--- config.mk ---
export PLATFORM = sky130hd
export DESIGN_NAME = peripheral_reg_arbiter
export DESIGN_NICKNAME = d
export VERILOG_FILES = /design/src/rtl/peripheral_reg_arbiter.sv
export SDC_FILE = /design/constraint.sdc
export NUM_CORES = 1
export LEC_CHECK = 0
export BUFFER_PORTS_ARGS = -buffer_cell sky130_fd_sc_hd__buf_2
export CORE_AREA = 2 2 125 127
export CTS_BUF_LIST = sky130_fd_sc_hd__clkbuf_8
export CTS_CLUSTER_DIAMETER = 30
export DETAILED_ROUTE_END_ITERATION = 12
export DIE_AREA = 0 0 127 129
export PLACE_DENSITY = 0.66
export SETUP_SLACK_MARGIN = 0.02
export SLEW_MARGIN = 20
export SYNTH_ARGS = -nofsm -noshare
export SYNTH_HDL_FRONTEND = slang
export SYNTH_SLANG_ARGS = --single-unit
--- constraint.sdc ---
create_clock -name clk -period 3.3 [get_ports clk]
set_input_delay 0.165 -clock clk [delete_from_list [all_inputs] [get_ports clk]]
set_output_delay 0.165 -clock clk [all_outputs]
set_load 0.005 [all_outputs]
--- src/rtl/peripheral_reg_arbiter.sv ---
// peripheral_reg_arbiter
// Two-requester round-robin arbiter and access sequencer for the peripheral
// register bank. Each granted request becomes exactly one ACCESS cycle that
// carries a one-hot write_en/read_en strobe. It is followed by one RESP cycle
// that returns ack/err/rdata.
//
// Build option: define PERIPH_ARB_LOCK_EN to enable ownership locking, which
// supports atomic read-modify-write sequences. When it is undefined, lock is
// ignored and arbitration is pure round-robin.
module peripheral_reg_arbiter #(
  parameter int REGS   = 5,
  parameter int ADDR_W = $clog2(REGS)
) (
  input  logic                  clk,
  input  logic                  reset,
  input  logic [1:0]            req,
  input  logic [1:0]            we,
  input  logic [1:0]            lock,
  input  logic [2*ADDR_W-1:0]   addr,
  input  logic [63:0]           wdata,
  output logic [1:0]            gnt,
  output logic [1:0]            ack,
  output logic [1:0]            err,
  output logic [31:0]           rdata,
  output logic [REGS-1:0]       write_en,
  output logic [REGS-1:0]       read_en,
  output logic [31:0]           data_in,
  input  logic [REGS*32-1:0]    data_out
);

  typedef enum logic [1:0] {IDLE, ACCESS, RESP} state_t;

  state_t              state;
  logic                prio;
  logic                owner_p0;
  logic                cmd_we_p0;
  logic [ADDR_W-1:0]   cmd_addr_p0;

  logic [1:0]          elig;
  logic                win;
  logic                sel_we;
  logic [ADDR_W-1:0]   sel_addr;
  logic [31:0]         sel_wdata;
  logic [REGS-1:0]     sel_dec;
  logic [REGS-1:0]     cmd_dec;
  logic                lock_hold;

  // One-hot register decode; an out-of-range address decodes to all zeros.
  function automatic logic [REGS-1:0] decode(input logic [ADDR_W-1:0] a);
    logic [REGS-1:0] d;
    d = '0;
    for (int r = 0; r < REGS; r++) begin
      if (a == ADDR_W'(r)) d[r] = 1'b1;
    end
    return d;
  endfunction

  // Read-data mux over the register bank; out-of-range returns zero.
  function automatic logic [31:0] rd_sel(input logic [ADDR_W-1:0] a,
                                         input logic [REGS*32-1:0] bank);
    logic [31:0] v;
    v = '0;
    for (int r = 0; r < REGS; r++) begin
      if (a == ADDR_W'(r)) v = bank[r*32 +: 32];
    end
    return v;
  endfunction

  // Winner selection: a lone requester wins, and a tie goes to prio.
  function automatic logic pick(input logic [1:0] e, input logic p);
    if (e == 2'b11) return p;
    return e[1];
  endfunction

`ifdef PERIPH_ARB_LOCK_EN
  logic lock_vld;
  logic lock_owner;
  logic lock_owner_nx;

  // Lock ownership for the next cycle. A RESP cycle samples the owner's lock
  // bit. An IDLE cycle releases the lock as soon as the owner drops it.
  always_comb begin
    lock_hold     = lock_vld;
    lock_owner_nx = lock_owner;
    if (state == RESP) begin
      lock_hold     = lock[owner_p0];
      lock_owner_nx = owner_p0;
    end else if (state == IDLE && lock_vld && !lock[lock_owner]) begin
      lock_hold = 1'b0;
    end
  end

  // Register the lock ownership.
  always_ff @(posedge clk) begin
    if (reset) begin
      lock_vld   <= 1'b0;
      lock_owner <= 1'b0;
    end else begin
      lock_vld   <= lock_hold;
      lock_owner <= lock_owner_nx;
    end
  end

  // While locked, only the owner may be arbitrated.
  always_comb begin
    elig = req;
    if (lock_hold) elig = req & (lock_owner_nx ? 2'b10 : 2'b01);
  end
`else
  logic unused_lock;
  assign unused_lock = ^lock;

  // Without the lock option, every requester is always eligible.
  always_comb begin
    lock_hold = 1'b0;
    elig      = req;
  end
`endif

  // Select the winner's command fields for latching on entry to ACCESS.
  always_comb begin
    win       = pick(elig, prio);
    sel_we    = win ? we[1] : we[0];
    sel_addr  = win ? addr[2*ADDR_W-1:ADDR_W] : addr[ADDR_W-1:0];
    sel_wdata = win ? wdata[63:32] : wdata[31:0];
    sel_dec   = decode(sel_addr);
    cmd_dec   = decode(cmd_addr_p0);
  end

  // Access sequencer FSM with registered strobes and responses.
  always_ff @(posedge clk) begin
    if (reset) begin
      state       <= IDLE;
      prio        <= 1'b0;
      owner_p0    <= 1'b0;
      cmd_we_p0   <= 1'b0;
      cmd_addr_p0 <= '0;
      gnt         <= '0;
      ack         <= '0;
      err         <= '0;
      write_en    <= '0;
      read_en     <= '0;
      data_in     <= '0;
      rdata       <= '0;
    end else begin
      gnt      <= '0;
      ack      <= '0;
      err      <= '0;
      write_en <= '0;
      read_en  <= '0;
      case (state)
        IDLE, RESP: begin
          // Stage p0: arbitrate and latch the command for the ACCESS cycle.
          if (|elig) begin
            state       <= ACCESS;
            owner_p0    <= win;
            cmd_we_p0   <= sel_we;
            cmd_addr_p0 <= sel_addr;
            data_in     <= sel_wdata;
            gnt         <= win ? 2'b10 : 2'b01;
            write_en    <= sel_we ? sel_dec : '0;
            read_en     <= sel_we ? '0 : sel_dec;
            if (!lock_hold) prio <= ~win;
          end else begin
            state <= IDLE;
          end
        end
        ACCESS: begin
          // Stage p1: capture read data before any pop takes effect, then respond.
          state <= RESP;
          ack   <= owner_p0 ? 2'b10 : 2'b01;
          if (~|cmd_dec) err <= owner_p0 ? 2'b10 : 2'b01;
          rdata <= (cmd_we_p0 || ~|cmd_dec) ? 32'h0 : rd_sel(cmd_addr_p0, data_out);
        end
        default: state <= IDLE;
      endcase
    end
  end

endmodule

==> qor.yml, run 1 <==
antenna_left: 0
min_path_type: "in2reg"
final_net_count: 1022
peakVddDrop_v: 0.0001978
min_path_cells: 3
critPathBufInv: 0
p_per_area_mw_per_mm2: 427.3
met3_usage_pct: 7.152
grt_usage_pct: 19.33
postCtsResizedCells: 0
ios: 318
crit_family: "simple AND/OR/NAND/NOR gates"
crit_path_top_delay_cell: "or4_4"
crit_required_ps: 3580
dieArea_mm2: 0.01638
ys_seq_elements: 88
rsz0062_at_grt: "false"
clockRootBuffer: "clkbuf_8"
crit_chain: "or2_1 -> and2_4 -> or4_4 -> o41ai_2"
cts_sinks: 88
worst_hold_path.endpoint: "data_in[16]"
relSlewSlack_pct: 49.19
worst_r2r_endpoint: "rdata[31]"
multi_input_area_mm2: 0.002330
wl_um: 16280
cp-end-kind: "register"
first_iter_violations: 289
port-buffer-count: 315
grt_pass1_vias: 4774
power.total_uw: 2649
cts_buffer_depth: 2
wl_per_cell_um: 16.63
regArea_mm2: 0.001763
worstSetupPathType: "reg2reg"
viasPerCell: 5.035
antenna_found_initial: 4
dp_hpwl_um: 11990
period_minus_slack_ps: 2146
initial_core_util_pct: 28.69
final_common_cell: "buf_2"
p_leak_uw: 0.003018
period_share_pct: 65.02
chipHeight_um: 129
globalRouteMet2Util_pct: 35.07
clk_pin_slew_ps: 100
critPathLaunchType: "register"
critPathMaxFanout: 32
max_slew.worst_pin.slew_ps: 761.6
cts_tree: "done"
dp_slack_ps: 1154
avgSynthCellArea_um2: 8.733
slowest_delay_ps: 770
drc_errors: 0
layout_common_cells: "buf_2 (315), nor2_1 (104), dfxtp_1 (87), nand2_1 (37), a21oi_1 (33)"
grtUsageMet1_pct: 21.28
r2r_cells: 4
finClkSkew_ps: 13.80
gp_congestion: 0.8375
drt_pre_antenna_iters: 8
drive_gt1_share_pct: 48.67
fillers: 1577
setup_violations: 0
synthCells: 492
ys_warn_count: 0
num_vias: 4929
setup_tns_ps: 0
clock.fmax_mhz: 466.0
maxCapViolations: 0
r2r-start: "cmd_addr_p0[0]"
fin_ws_ps: 1154
arrival_ps: 2430
finish.utilization_pct: 41.39
core_area_mm2: 0.01498
htreeDepth: 3
overflow: 0
regToRegSetupSlack_ps: 1150
syn_to_final_growth_pct: 44.26
die_w_um: 127
final-hold-violation-count: 0
grt_busiest_layer: "met2"
final_max_slew_viol_count: 0
holdCritStartpoint: "wdata[16]"
outcome: "finished, final reports clean"
grt_max_degree: 44
cts_buffers: 9
synthDistinctLibCells: 35
grt_pass1_wl_um: 24740
yosysSeqAreaShare_pct: 41.00
post_cts_buffers: 0
clkLatencyLatePin_ps: 380
rows: 45
synth_nets: 730
holdBufCountCts: 0
syn_area_mm2: 0.004297
synth_stat cells:
cell type / number / area share (%)
dfxtp_1: 88 / 41
nand2_1: 37 / 3.2
and2_1: 3 / 0.44
nor4b_1: 1 / 0.20
or2_1: 1 / 0.15
o2111a_1: 2 / 0.52
nor2b_1: 2 / 0.29
a21oi_1: 34 / 4.0
clkbuf_1: 35 / 3.1
buf_1: 3 / 0.26
nor3_1: 15 / 1.7
a211oi_1: 3 / 0.52
buf_6: 6 / 1.6
o21a_1: 2 / 0.35
o41ai_2: 2 / 0.76
o21bai_1: 1 / 0.17
a222oi_1: 32 / 7.5
o31ai_2: 29 / 8.4
nand2b_1: 7 / 1.0
and3_1: 1 / 0.15
and3b_1: 1 / 0.20
nand3_1: 2 / 0.23
or4_4: 1 / 0.26
o21ai_0: 4 / 0.47
nor3b_1: 1 / 0.17
a311oi_1: 2 / 0.41
o22ai_1: 32 / 4.7
nor2_1: 105 / 9.2
inv_1: 2 / 0.17
mux2_2: 2 / 0.52
mux2i_1: 32 / 7.5
buf_2: 1 / 0.12
o31ai_4: 1 / 0.50
nor4_1: 1 / 0.15
and2_4: 1 / 0.20
registers in the layout, summed over array words and instances (netlist names):
name and count:
data_in 32, rdata 32, read_en 5, write_en 5, cmd_addr_p0 3, ack 2, err 2, gnt 2
state 2, cmd_we_p0 1, owner_p0 1, prio 1
per-stage QoR:
step | hold WS [ps] | cell area (µm²) | cells
final | 35.92 | 6198 | 979
after global routing | 22.31 | 6196 | 978
after CTS | 13.82 | 6193 | 977
after detailed placement | 431.6 | 5995 | 961
after global placement | 422.0 | 5995 | 961
after floorplan | 327.5 | 4297 | 492
where the power goes:
part / internal, µW / total, µW / switching, µW / leakage, µW
clock network: 298 / 763 / 464 / 0.0000981
logic: 325 / 709 / 384 / 0.00220
registers: 1130 / 1180 / 42.3 / 0.000720
total: 1760 / 2650 / 891 / 0.00302
cell type report:
| type | instances | area share (%) |
|---|---|---|
| multi-input cells | 357 | 37.59 |
| repair buffers | 326 | 26.77 |
| clock inverters | 7 | 1.211 |
| inverters | 2 | 0.1211 |
| well taps | 188 | 3.795 |
| clock buffers | 9 | 1.998 |
| diodes | 2 | 0.08074 |
| flip-flops and latches | 88 | 28.44 |
kinds of logic (layout without fill, tap and decap cells):
| kind of cell | count (synthesis) | count (layout) | share of synthesized area [%] |
|---|---|---|---|
| flops | 88 | 88 | 41.00 |
| compound gates | 144 | 144 | 28.22 |
| mux | 34 | 34 | 7.979 |
| simple gates | 179 | 179 | 17.62 |
| other cells | 0 | 2 | 0 |
| buf+inv | 47 | 344 | 5.183 |
worst max path at each step:
stage                 to  cells past startpoint            from
2_1_floorplan  rdata[30]                      8  cmd_addr_p0[0]
3_3_place_gp   rdata[29]                      4  cmd_addr_p0[0]
3_5_place_dp   rdata[31]                      4  cmd_addr_p0[0]
4_1_cts        rdata[31]                      4  cmd_addr_p0[0]
5_1_grt        rdata[31]                      4  cmd_addr_p0[0]
6_report       rdata[31]                      4  cmd_addr_p0[0]
metal layers:
| layer | vias up | part of all wire (%) |
|---|---|---|
| met5 | - | 0.17 |
| met4 | 4 | 1.4 |
| met3 | 21 | 9.9 |
| met2 | 253 | 50 |
| met1 | 2246 | 38 |
| li1 | 2405 | - |
tightest hold or removal path: cells and delay by family:
| kind | cells | cell delay [ps] |
|---|---|---|
| buf+inv | 1 | 70 |
| simple gates | 1 | 80 |
| compound gates | 1 | 70 |
(Power assumes the default switching activity.)
==> run 2, diff against run 1 <==
Clock period 3.3 ns to 2 ns, I/O delays scaled along.
==> qor.yml, run 2 (synthesized netlist as in run 1, its figures left out) <==
final-hold-violation-count: 0
p_per_area_mw_per_mm2: 656.3
period_share_pct: 93.81
clkLatencyLatePin_ps: 370
viasPerCell: 5.078
dieArea_mm2: 0.01638
timing.hold.ws_ps: 34.12
worstSetupPathType: "reg2reg"
outcome: "finished, final reports clean"
syn_to_final_growth_pct: 64.41
max_slew.worst_pin.slew_ps: 477.1
wl_per_cell_um: 17.23
chipHeight_um: 129
arrival_ps: 2150
port-buffer-count: 315
p_leak_uw: 0.003393
setup_tns_ps: 0
critPathLaunchType: "register"
final_net_count: 1106
min_path_type: "in2reg"
final_max_slew_viol_count: 0
final_common_cell: "buf_2"
maxCapViolations: 0
drive_gt1_share_pct: 44.90
rows: 45
cts_buffer_depth: 2
power_switching_share_pct: 32.25
antenna_found_initial: 2
finClkSkew_ps: 14.82
power.total_uw: 4636
core_area_mm2: 0.01498
postCtsResizedCells: 0
clockRootBuffer: "clkbuf_8"
comb_power_share_pct: 29.1
period_minus_slack_ps: 1876
grt_pass1_wl_um: 27100
layout_common_cells: "buf_2 (315), nor2_1 (104), dfxtp_1 (87), dlygate4sd3_1 (76), nand2_1 (37)"
fillers: 1423
crit_family: "simple AND/OR/NAND/NOR gates"
crit_required_ps: 2280
gp_congestion: 0.8096
critPathBufInv: 1
clock.fmax_mhz: 533.0
die_w_um: 127
initial_core_util_pct: 28.69
drt_pre_antenna_iters: 8
crit_path_top_delay_cell: "or4_4"
drc_errors: 0
top_regs: "data_in (32), rdata (32)"
grt_usage_pct: 21.27
slowest_delay_ps: 520
clk_pin_slew_ps: 110
cts_tree: "done"
critPathMaxFanout: 17
setup_violations: 0
cts_sinks: 88
p_clk_share_pct: 29.0
num_antenna_cells: 0
relSlewSlack_pct: 68.20
seqPwrFrac_pct: 41.9
internal_power_uw: 3141
grt_pass1_vias: 5254
cp-end-kind: "register"
p_switching_uw: 1495
overflow: 0
post_cts_buffers: 0
rsz0062_at_grt: "false"
crit_chain: "or2_1 -> and2_4 -> or4_4 -> buf_4 -> o31ai_2"
peakVddDrop_v: 0.0003323
htreeDepth: 3
grt_max_degree: 44
holdBufCountCts: 75
wl_um: 18280
first_iter_violations: 393
cts_buffers: 9
antenna_left: 0
ios: 318
dp_hpwl_um: 12360
num_vias: 5388
run 2: cell types whose count changed in the layout (fill, tap and decap cells not counted), sizes merged:
| cell | previous run | this run |
|---|---|---|
| buf | 326 | 334 |
| bufinv | 0 | 1 |
| clkinv | 3 | 2 |
| diode | 2 | 0 |
| dlygate4sd3 | 0 | 76 |
run 2: power groups by stage:
| stage | logic [µW] | registers, µW | clock network [µW] |
|---|---|---|---|
| floorplan | 674 | 1980 | 0 |
| global placement | 1210 | 1980 | 0 |
| detailed placement | 1230 | 1970 | 0 |
| CTS | 1340 | 1940 | 1410 |
| global route | 1480 | 1960 | 1470 |
| finish | 1350 | 1940 | 1350 |
run 2: metrics by stage:
stage	utilization, %	area (µm²)	std cells	worst slack, ps
after global routing	47.17	7064	1061	45.11
after global placement	40.68	6092	969	179.7
after detailed placement	40.68	6092	969	129.6
final	47.17	7064	1061	123.8
after floorplan	-	4297	492	47.36
after CTS	47.10	7054	1060	103.3
run 2: worst paths after layout:
kind	slack, ps	start	cells past startpoint	end
setup / recovery	120	cmd_addr_p0[0]	5	rdata[28]
hold / removal	30	data_out[130]	3	rdata[2]
setup reg to reg	120	cmd_addr_p0[0]	5	rdata[28]
hold reg to reg	460	rdata[24]	2	rdata[24]
run 2: per-layer routing:
layer / part of all wire, % / global-route usage (%) / routed length, µm / vias up
li1: - / - / - / 2572
met1: 39 / 23.44 / 7074 / 2466
met2: 49 / 37.63 / 8920 / 307
met3: 9.8 / 6.902 / 1789 / 39
met4: 2.6 / 9.308 / 469 / 4
met5: 0.13 / 0 / 23 / -
run 2: tightest hold or removal path, stage by stage:
cell	delay, ps
buf_2	80
nor2_1	40
o31ai_2	160
run 2: area by class of cell:
cell class	count	area [µm²]	share of cell area (%)
well taps	188	235.2	3.330
inverters	2	7.507	0.1063
clock inverters	7	87.58	1.240
flip-flops and latches	88	1763	24.96
clock buffers	9	123.9	1.753
multi-input cells	357	2330	32.98
repair buffers	410	2517	35.64
